## src/rtl/yuv_pkg.sv

```systemverilog
// Shared definitions for the YUV420 frame-compare sequencer.
// Provides the frame-geometry helpers, the geometry of the default
// 1280x720 frame, the FSM state encoding and the plane indices.
// Modules built for another geometry compute their own values with the
// same helpers.
package yuv_pkg;

    // Bytes in the Y plane.
    function automatic int unsigned luma_bytes(int unsigned w, int unsigned h);
        return w * h;
    endfunction

    // Bytes in each chroma plane of a 4:2:0 frame.
    function automatic int unsigned chroma_bytes(int unsigned w, int unsigned h);
        return (w * h) / 4;
    endfunction

    // Bytes in a whole frame: Y + U + V.
    function automatic int unsigned frame_bytes(int unsigned w, int unsigned h);
        return (w * h * 3) / 2;
    endfunction

    localparam int unsigned DEF_WIDTH  = 1280;
    localparam int unsigned DEF_HEIGHT = 720;

    localparam int unsigned Y_BYTES = luma_bytes(DEF_WIDTH, DEF_HEIGHT);
    localparam int unsigned C_BYTES = chroma_bytes(DEF_WIDTH, DEF_HEIGHT);
    localparam int unsigned FRAME   = frame_bytes(DEF_WIDTH, DEF_HEIGHT);
    localparam int unsigned U_BASE  = Y_BYTES;
    localparam int unsigned V_BASE  = Y_BYTES + C_BYTES;

    typedef enum logic [1:0] {
        IDLE  = 2'd0,
        RUN   = 2'd1,
        DRAIN = 2'd2,
        DONE  = 2'd3
    } state_e;

    typedef enum logic [1:0] {
        PL_Y = 2'd0,
        PL_U = 2'd1,
        PL_V = 2'd2
    } plane_e;

endpackage

```

## src/rtl/yuv_addr_gen.sv

```systemverilog
// Frame address generator for the compare sequencer.
// Counts byte addresses from 0 up to FRAME_BYTES-1 and flags the last one.
// It also decodes which plane an address belongs to. The counter stops
// at the last address; the sequencer leaves RUN once that address is issued.
//
// Ports:
//   clk, rst_n  clock, asynchronous active-low reset
//   clear       load address 0 (start of a run)
//   en          advance to the next address (a read was issued)
//   addr        current address to issue
//   last        addr is the final byte of the frame
//   cmp_addr    address to classify (the one being compared)
//   cmp_plane   plane of cmp_addr
module yuv_addr_gen
    import yuv_pkg::*;
#(
    parameter int unsigned ADDR_W      = 25,
    parameter int unsigned FRAME_BYTES = FRAME,
    parameter int unsigned U_START     = U_BASE,
    parameter int unsigned V_START     = V_BASE
) (
    input  logic              clk,
    input  logic              rst_n,
    input  logic              clear,
    input  logic              en,
    output logic [ADDR_W-1:0] addr,
    output logic              last,
    input  logic [ADDR_W-1:0] cmp_addr,
    output plane_e            cmp_plane
);

    localparam logic [ADDR_W-1:0] LAST_ADDR = ADDR_W'(FRAME_BYTES - 1);
    localparam logic [ADDR_W-1:0] U_ADDR    = ADDR_W'(U_START);
    localparam logic [ADDR_W-1:0] V_ADDR    = ADDR_W'(V_START);

    assign last = (addr == LAST_ADDR);

    // NOTE: sequential state is written with non-blocking assignments so every
    // flop samples the values from before the edge, independent of block order.
    always_ff @(posedge clk or negedge rst_n) begin
        if (!rst_n) begin
            addr <= '0;
        end else if (clear) begin
            addr <= '0;
        end else if (en && !last) begin
            addr <= addr + ADDR_W'(1);
        end
    end

    always_comb begin
        if (cmp_addr < U_ADDR) begin
            cmp_plane = PL_Y;
        end else if (cmp_addr < V_ADDR) begin
            cmp_plane = PL_U;
        end else begin
            cmp_plane = PL_V;
        end
    end

endmodule

```

## src/rtl/yuv_cmp_ctrl.sv

```systemverilog
// YUV420 frame-compare sequencer.
// On start, it walks every byte of one frame through a shared read
// address to the golden and DUT BRAMs. It compares the bytes returned
// one cycle later and accumulates the error count, the first mismatch
// address and sticky per-plane error flags. done pulses once the last
// compare has landed in the statistics.
//
// Build option: define YUV_CMP_EARLY_STOP_EN to end the scan at the first
// mismatch. A read issued in the detecting cycle is still compared.
//
// Ports:
//   clk, rst_n       clock, asynchronous active-low reset
//   start            one-cycle request to begin a compare (ignored when busy)
//   pause            suppresses new reads while high
//   busy             run in progress
//   done             one-cycle completion pulse
//   rd_en, rd_addr   shared BRAM read port (rd_addr holds when idle)
//   rd_data_a/b      golden / DUT BRAM data, valid one cycle after rd_en
//   err_cnt          saturating mismatch count
//   first_err_vld    a mismatch was seen this run
//   first_err_addr   address of the first mismatch
//   plane_err        sticky {V,U,Y} mismatch flags
module yuv_cmp_ctrl
    import yuv_pkg::*;
#(
    parameter int unsigned WIDTH  = 1280,
    parameter int unsigned HEIGHT = 720,
    parameter int unsigned ADDR_W = 25,
    parameter int unsigned DATA_W = 8
) (
    input  logic              clk,
    input  logic              rst_n,
    input  logic              start,
    input  logic              pause,
    output logic              busy,
    output logic              done,
    output logic              rd_en,
    output logic [ADDR_W-1:0] rd_addr,
    input  logic [DATA_W-1:0] rd_data_a,
    input  logic [DATA_W-1:0] rd_data_b,
    output logic [ADDR_W-1:0] err_cnt,
    output logic              first_err_vld,
    output logic [ADDR_W-1:0] first_err_addr,
    output logic [2:0]        plane_err
);

    localparam int unsigned L_FRAME  = frame_bytes(WIDTH, HEIGHT);
    localparam int unsigned L_U_BASE = luma_bytes(WIDTH, HEIGHT);
    localparam int unsigned L_V_BASE = luma_bytes(WIDTH, HEIGHT) + chroma_bytes(WIDTH, HEIGHT);

    state_e            state, state_nxt;
    logic [ADDR_W-1:0] addr;
    logic              last;
    logic              accept;
    logic              pipe_vld;
    logic [ADDR_W-1:0] pipe_addr;
    logic              mismatch;
    logic              early_stop;
    plane_e            cmp_plane;

    yuv_addr_gen #(
        .ADDR_W      (ADDR_W),
        .FRAME_BYTES (L_FRAME),
        .U_START     (L_U_BASE),
        .V_START     (L_V_BASE)
    ) u_addr_gen (
        .clk       (clk),
        .rst_n     (rst_n),
        .clear     (accept),
        .en        (rd_en),
        .addr      (addr),
        .last      (last),
        .cmp_addr  (pipe_addr),
        .cmp_plane (cmp_plane)
    );

    assign accept   = (state == IDLE) && start;
    // pipe_vld is only ever set by a read issued in RUN, so data arriving
    // in any other cycle never reaches the statistics.
    assign mismatch = pipe_vld && (rd_data_a != rd_data_b);

`ifdef YUV_CMP_EARLY_STOP_EN
    assign early_stop = mismatch && !first_err_vld;
`else
    assign early_stop = 1'b0;
`endif

    always_ff @(posedge clk or negedge rst_n) begin
        if (!rst_n) begin
            state <= IDLE;
        end else begin
            state <= state_nxt;
        end
    end

    // NOTE: every output of this block gets a default before the case, so no
    // path leaves a signal unassigned and no latch is inferred.
    always_comb begin
        state_nxt = state;
        rd_en     = 1'b0;
        done      = 1'b0;
        busy      = (state != IDLE);
        case (state)
            IDLE: begin
                if (start) state_nxt = RUN;
            end
            RUN: begin
                rd_en = ~pause;
                if ((rd_en && last) || early_stop) state_nxt = DRAIN;
            end
            DRAIN: begin
                state_nxt = DONE;
            end
            DONE: begin
                done      = 1'b1;
                state_nxt = IDLE;
            end
            default: state_nxt = IDLE;
        endcase
    end

    // The registered copy of the last issued address doubles as the held
    // read address while no read is issued.
    assign rd_addr = rd_en ? addr : pipe_addr;

    always_ff @(posedge clk or negedge rst_n) begin
        if (!rst_n) begin
            pipe_vld  <= 1'b0;
            pipe_addr <= '0;
        end else begin
            pipe_vld <= rd_en;
            if (rd_en) pipe_addr <= addr;
        end
    end

    always_ff @(posedge clk or negedge rst_n) begin
        if (!rst_n) begin
            err_cnt        <= '0;
            first_err_vld  <= 1'b0;
            first_err_addr <= '0;
            plane_err      <= '0;
        end else if (accept) begin
            err_cnt        <= '0;
            first_err_vld  <= 1'b0;
            first_err_addr <= '0;
            plane_err      <= '0;
        end else if (mismatch) begin
            if (err_cnt != '1) err_cnt <= err_cnt + ADDR_W'(1);
            if (!first_err_vld) begin
                first_err_vld  <= 1'b1;
                first_err_addr <= pipe_addr;
            end
            case (cmp_plane)
                PL_Y:    plane_err[0] <= 1'b1;
                PL_U:    plane_err[1] <= 1'b1;
                PL_V:    plane_err[2] <= 1'b1;
                default: ;
            endcase
        end
    end

endmodule

```

## config.mk

```make
export PLATFORM = sky130hd
export DESIGN_NAME = yuv_cmp_ctrl
export DESIGN_NICKNAME = d
export VERILOG_FILES = /design/src/rtl/yuv_pkg.sv /design/src/rtl/yuv_addr_gen.sv /design/src/rtl/yuv_cmp_ctrl.sv
export SDC_FILE = /design/constraint.sdc
export NUM_CORES = 1
export LEC_CHECK = 0
export CORE_ASPECT_RATIO = 0.9
export CORE_MARGIN = 5
export CORE_UTILIZATION = 40
export CTS_CLUSTER_DIAMETER = 150
export DETAILED_ROUTE_END_ITERATION = 12
export GPL_TIMING_DRIVEN = 1
export PLACE_DENSITY = 0.74
export SLEW_MARGIN = 15
export SYNTH_ARGS = -nofsm -noshare
export SYNTH_HDL_FRONTEND = slang
export SYNTH_SLANG_ARGS = --single-unit
```

## constraint.sdc

```tcl
create_clock -name clk -period 2.5 [get_ports clk]
set_clock_uncertainty 0.1 [all_clocks]
set_input_delay 0.375 -clock clk [delete_from_list [all_inputs] [get_ports clk]]
set_output_delay 0.375 -clock clk [all_outputs]
set_load 0.1 [all_outputs]
```

---- Word level (Yosys, flattened, before mapping) ----
Index checks and enable logic that the tools add are counted.
cells by class
  div/mod/pow operators ................... 0
  reduce and logical (&&, ||, !) cells .... 20
  $add $sub $neg .......................... 2
  muxes and demuxes ....................... 23
  multipliers ............................. 0
  shift-type cells ........................ 0
  order comparisons ....................... 2
  bitwise operators ....................... 1
  equal/unequal tests ..................... 11
operator list
  operator                                              number
  two-way mux 25 bit                                    9
  adder 25 x 1 -> 25 bit, second input constant         2
  == test 25 x 21 -> 1 bit, second input constant       1
  < comparator 25 x 20 -> 1 bit, second input constant  1
  < comparator 25 x 21 -> 1 bit, second input constant  1
  != test 25 bit, second input constant                 1
  nonzero test 2 bit                                    7
  AND reduction 2 bit                                   6
  two-way mux 2 bit                                     4
  != test 8 bit                                         1
  case mux 2 bit (4 select lines)                       1
  two-way mux 1 bit                                     7
  == test 2 bit, second input constant                  3
  two-way mux 3 bit                                     2
  == test 2 x 1 -> 1 bit, second input constant         2
  logical AND 1 bit                                     4
  zero test 2 bit                                       2
  != test 2 bit, second input constant                  2
  != test 2 x 1 -> 1 bit, second input constant         1
  zero test 1 bit                                       1
  NOT 1 bit                                             1
word-level totals
  bits in writable memories ............... 0
  memories ................................ 0
  flip-flop bits (word level) ............. 107
  ROM bits ................................ 0
  latch bits .............................. 0
  logic and storage cells ................. 69

---- Logic depth before layout (Yosys ltp) ----
Gate-level depths: netlist of the first run.
  depth after elaboration ................. 7
  gate-level depth with buffers ........... 9
  mapped depth without buffers ............ 8

---- Hierarchy ----
Synthesis of the first run repeated with hierarchy kept, for this count alone.
second synthesis, totals
  cell total of the unflattened synthesis .. 526
  area, all modules ....................... 5402.7 µm²
by module, submodules not included
  module        instances  area each (µm²)  cells an instance
  yuv_cmp_ctrl  1          3917.5           374
  yuv_addr_gen  1          1485.2           152

---- Least setup slack after synthesis of the first run ----
Ideal clock, no wire load.
  kind .................................... register -> output
  from .................................... register state[1]
  to ...................................... output rd_addr[12]
  path slack .............................. -1.158 ns
  path buffers ............................ 2
  data arrival time ....................... 3.183 ns
  required time ........................... 2.025 ns
  stages on the path, launching flop included .. 7
  cells stage by stage .................... dfrtp_1 -> inv_1 -> ha_1 -> nand2b_1 -> clkbuf_1 -> clkbuf_1 -> o21ai_0
on the way
  word-level cells in the longest chain between the ends .. 3
RTL lines
  element                   line                 text
  start: declaration        yuv_cmp_ctrl.sv:51   state_e state, state_nxt;
  start signal: assignment  yuv_cmp_ctrl.sv:92   state <= state_nxt;
  == test 2 x 1 -> 1 bit    yuv_cmp_ctrl.sv:103  case (state)
  two-way mux 1 bit         yuv_cmp_ctrl.sv:103
  two-way mux 25 bit        -
  end: declaration          yuv_cmp_ctrl.sv:38   output logic [ADDR_W-1:0] rd_addr,
No other way between the ends.

---- Worst setup path in the final report of the first run ----
  from .................................... register state[1]
  to ...................................... output rd_addr[23]
The elaborated chain is that of the path after synthesis.

==> metrics, run 1 <==
run status finished clean; worst skew pair latency 350 ps; Final setup viols 0; Synth area leader dfrtp_1; synth top area cells dfrtp_1, nand2_1, nand3_1; Post-Layout Cell Count 867; hpwl dp approximately 11000 um; met1 Usage GRT 0.260; crit path time final 2400 ps; Total Routing Usage GR 0.189; grt met3 use 0.0335; sequential element share of the synthesized area 0.500; Chip Width 132 um; FF-to-FF path depth 5; pin count of the biggest net entering global routing 69; setup TNS 0 ps; post-synth cell types 52; initial antenna violation count 0; FF-to-FF Start err_cnt[8]; via/cell ratio 5.65; FF-to-FF setup slack about 250 ps; Bufs on Longest Clock Path 2; Post-synth top cells nand2_1, dfrtp_1, nand3_1; Critical Path AT 1930 ps; Tightest Hold Check Type reg -> reg; Syn Nets roughly 600; Synth Cell Area 5360 um^2; DP Area between 6000 and 7000 um^2; Slew @ Worst Pin 626 ps; Max Cap Violations 0; Initial Utilization 0.404; nets between 700 and 800; RD Place Congestion 0.870; first-pass GRT wire length 24500 um; I/O pin count approximately 100; port bufs between 100 and 150; number of DRC markers in iteration 0 479; IR drop worst, VDD 418 uV; Power Total 4730 uW; met2 Usage GRT 0.299; Root Buffer clkbuf_16; Hold Fails Final Rpt 0; layout cell share with drive strength beyond 1 0.247; Post-synth ARST share 1.00; ANT nets after route 0; Top Usage Layer GRT met2; FP Rows 40; Fmax 0.417 GHz; Worst setup EP type output pin; cts bufs inserted 9; Post-Syn Area per Cell 9.18 um^2; Hold Startpoint first_err_addr[18]; PD cells 662 nW/um^2; ANT cells 0; synthesized flop and latch total ~110; share of the synthesized area in the top cell type 0.500; max-slew violation count 0; most frequent cell after synthesis nand2_1; Max Fanout on Critical Path 7; CP required 2030 ps; Setup CP Type reg -> out; core area 13300 um^2; 1st-pass router iterations 7; yosys warns 0; Die ar. 15800 um^2; clock-pin slew on the worst setup and hold paths 80 ps; ratio of final minimum period to clock period 0.960; GRT overflow 0; total vias in the final route approximately 4900; CTS tree done; Layout area overhead 33.4%; wire per inst approximately 17 um; Post-Syn Instances 584; hold depth 2; Slew HR 0.583; H-tree depth 3; final instance area 7150 um^2; EDFF count, synth 0; R2R Path End err_cnt[22]; drt total wl 14900 um; critical path launch point type register; prevailing post-synth register cell dfrtp_1; via count of the first global-routing pass roughly 4700; # DRC 0; Die Y roughly 120 um; CTS Sinks 107; Endpoint, Worst Hold first_err_addr[18]; Placed Cells 846; leakage 0.00313 uW
==> flip-flops by register name, summed over array words and instances, names as in the netlist <==
name	cells
err_cnt	25
pipe_vld	1
plane_err	3
pipe_addr	25
first_err_addr	25
u_addr_gen.addr	25
state	2
first_err_vld	1
==> through the flow <==
step                worst slack [ps]  hold WS, ps  utilization
global route                   -15.8          425        0.539
finish                          99.2          404        0.539
floorplan                       -404        -20.6            -
global placement                 201          289        0.514
detailed placement               119          295        0.514
CTS                             24.4          410        0.535
==> worst max-delay path, stage by stage, from the launching register on <==
cell and delay [ps]:
dfrtp_1 410, inv_1 110, ha_1 230, nand2b_4 90
buf_2 170, o21ai_1 330, buf_12 230
==> cells by family after synthesis <==
group / share of synthesized area
and+or+nand+nor: 0.274
muxes: 0.0114
DFF: 0.500
adders and majority gates: 0.0163
xor gates and xnor gates: 0.0294
buffers and inverters: 0.0380
AOI/OAI and AO/OA: 0.132
==> metal layers <==
| layer | routed length, um | part of all wire |
|---|---|---|
| met3 | 844 | 0.057 |
| met4 | 262 | 0.018 |
| met2 | 7020 | 0.47 |
| met5 | 0 | 0 |
| met1 | 6760 | 0.45 |
==> timing repair <==
| action | 4_1_cts | 5_1_grt |
|---|---|---|
| gates resized for setup | 0 | 6 |
| setup endpoints to repair | 0 | 23 |
| hold buffers | 1 | 0 |
| endpoints found under the hold margin | 39 | 0 |
| setup buffers | 0 | 3 |
==> worst max path at each step <==
| stage | startpoint | end | cells past startpoint |
|---|---|---|---|
| floorplan | state[1] | rd_addr[12] | 6 |
| global placement | rd_data_b[7] | err_cnt[6] | 7 |
| detailed placement | rd_data_b[2] | err_cnt[3] | 7 |
| CTS | state[1] | rd_addr[10] | 8 |
| global route | state[1] | rd_addr[3] | 8 |
| finish | state[1] | rd_addr[23] | 6 |
==> area by class of cell <==
| cell class | count | area, um^2 |
|---|---|---|
| tap | 168 | 210 |
| timing repair buffer | 131 | 1400 |
| inverter | 11 | 41.3 |
| clock buffer | 10 | 229 |
| clock inverter | 6 | 48.8 |
| sequential | 107 | 2700 |
| fill | 1171 | 6110 |
| multi-input combinational | 434 | 2520 |
==> cell usage in the layout (no fill, tap or decap), types with 4 or more instances in the layout <==
master / instances
or3_1: 13
nand3_1: 46
inv_1: 10
o21ai_1: 7
nor4b_1: 5
nand2_1: 106
dfrtp_1: 92
nand4_1: 15
o41ai_1: 7
clkbuf_16: 9
nand2b_1: 4
buf_4: 80
nor2_1: 29
nor3_1: 10
o21ai_0: 38
o31ai_1: 14
and3_1: 7
or4_1: 17
dfrtp_2: 15
mux2i_1: 5
nand2_2: 12
xnor2_1: 16
clkdlybuf4s50_1: 18
and4_1: 5
a21oi_2: 8
ha_1: 7
buf_12: 29
a21oi_1: 25
==> power breakdown <==
group	internal (uW)	switching [uW]	leakage [uW]	total [uW]
Combinational	392	956	0.00159	1350
Clock	690	680	0.000131	1370
Sequential	1870	143	0.00141	2010
No activity file was read; power rests on OpenSTA's default activity.
==> run 2: changes to the inputs <==
--- a/config.mk
+++ b/config.mk
@@ -16,3 +16,4 @@
 export SYNTH_ARGS = -nofsm -noshare
 export SYNTH_HDL_FRONTEND = slang
 export SYNTH_SLANG_ARGS = --single-unit
+export TNS_END_PERCENT = 50
==> metrics, run 2 (same netlist as run 1, synthesis figures left out) <==
Critical Path AT 1880 ps; layout cell share with drive strength beyond 1 0.225; Crit. Startpoint state[1]; Fmax 0.424 GHz; initial antenna violation count 0; Sw Ratio 0.373; Hold Fails Final Rpt 0; Final setup viols 0; Total Routing Usage GR 0.192; ANT nets after route 0; 1st-pass router iterations 5; Setup CP Type reg -> out; nets 719; via count of the first global-routing pass 4771; Sequential Power Share 0.426; drt total wl 14900 um; GRT overflow 0; Max Fanout on Critical Path 22; clock-pin slew on the worst setup and hold paths 70 ps; CTS Sinks between 100 and 150; I/O pin count between 100 and 150; Worst setup EP type output pin; total vias in the final route 4875; RSZ-0062 raised after global routing no; number of DRC markers in iteration 0 roughly 410; IR drop worst, VDD about 370 uV; Slew @ Worst Pin 567 ps; core area around 13000 um^2; Initial Utilization 0.404; ANT cells 0; run status finished clean; crit path time final 2360 ps; leakage 0.00316 uW; H-tree depth 3; Chip Width 132 um; first-pass GRT wire length 25000 um; RD Place Congestion between 0.9 and 1; hpwl dp between 10000 and 15000 um; Bufs on Longest Clock Path 2; Hold Slack 405 ps; highest-count cells in the layout ignoring fill and taps nand2_1, dfrtp_1, buf_4, nand3_1, o21ai_0; port bufs 101; via/cell ratio 5.64; critical path launch point type register; Die ar. 15800 um^2; Root Buffer clkbuf_16; setup bufs post-CTS 0; Slew HR 0.622; DP Area 6820 um^2; Tightest Hold Check Type reg -> reg; CTS tree done; Int Power 2970 uW; Net Switching 1770 uW; clock network power share 0.290; cts bufs inserted 9; CP required a little over 2000 ps; final instance area 7130 um^2; worst skew pair latency 350 ps; combinational fraction of design power 0.284; Hold Startpoint plane_err[2]; # DRC 0; Max Cap Violations 0; Die Y 120 um; ratio of final minimum period to clock period 0.944; pin count of the biggest net entering global routing roughly 60; max-slew violation count 0; wire per inst roughly 17 um; FF-to-FF Start err_cnt[2]; PD cells 664 nW/um^2; FP Rows 40; Layout area overhead 33.1%; filler cell count 1169
==> run 2: stage by stage <==
stage                     utilization  setup TNS [ps]  cells  total power (uW)  worst slack, ps
after floorplan                     -           -6090    584              2900             -404
after global placement          0.514               0    848              3360              209
after detailed placement        0.514               0    848              3380              128
after CTS                       0.537               0    865              4770             17.5
after global routing            0.538               0    865              4930             17.0
final                           0.538               0    865              4740              140
==> run 2: power by group through the flow <==
stage | logic (uW) | registers, uW | clock network (uW)
after detailed placement | 1340 | 2040 | 0
after global placement | 1330 | 2030 | 0
after CTS | 1350 | 2010 | 1410
after floorplan | 574 | 2330 | 0
final | 1350 | 2020 | 1380
after global routing | 1410 | 2030 | 1480
==> run 2: path summary, 6_finish.rpt <==
path / to / slack, ps / cells past startpoint
hold reg to reg: plane_err[2] / 400 / 1
min in group asynchronous: u_addr_gen.addr[23] / 440 / 2
setup reg to reg: err_cnt[16] / 230 / 5
hold / removal: plane_err[2] / 400 / 1
setup / recovery: rd_addr[18] / 140 / 7
max in group asynchronous: u_addr_gen.addr[5] / 1240 / 3
==> run 2: final cells by class <==
| class | count | area, um^2 | area share |
|---|---|---|---|
| clock inverters | 6 | 43.8 | 0.00614 |
| repair buffers | 129 | 1400 | 0.196 |
| clock buffers | 10 | 239 | 0.0335 |
| well taps | 168 | 210 | 0.0295 |
| inverters | 11 | 42.5 | 0.00596 |
| flip-flops and latches | 107 | 2680 | 0.375 |
| multi-input cells | 434 | 2520 | 0.354 |
==> run 2: layer usage <==
metal  GRT usage  up-vias  wire length [um]
met5           0        -                 0
met4      0.0765        0               381
met3      0.0289       30               738
met2       0.298      150              6810
met1       0.269     2377              7000
li1            -     2318                 -
==> run 2: repair_timing <==
item	4_1_cts	5_1_grt
hold endpoints to repair	34	0
resized for setup	2	3
endpoints found under the setup margin	1	25
hold buffers	1	0
==> run 2: critical path, stage by stage, from the launching register on <==
cell	delay, ps
dfrtp_1	390
inv_1	90
ha_1	230
nand2b_4	110
buf_6	210
nand2_1	90
o21ai_1	190
buf_12	220
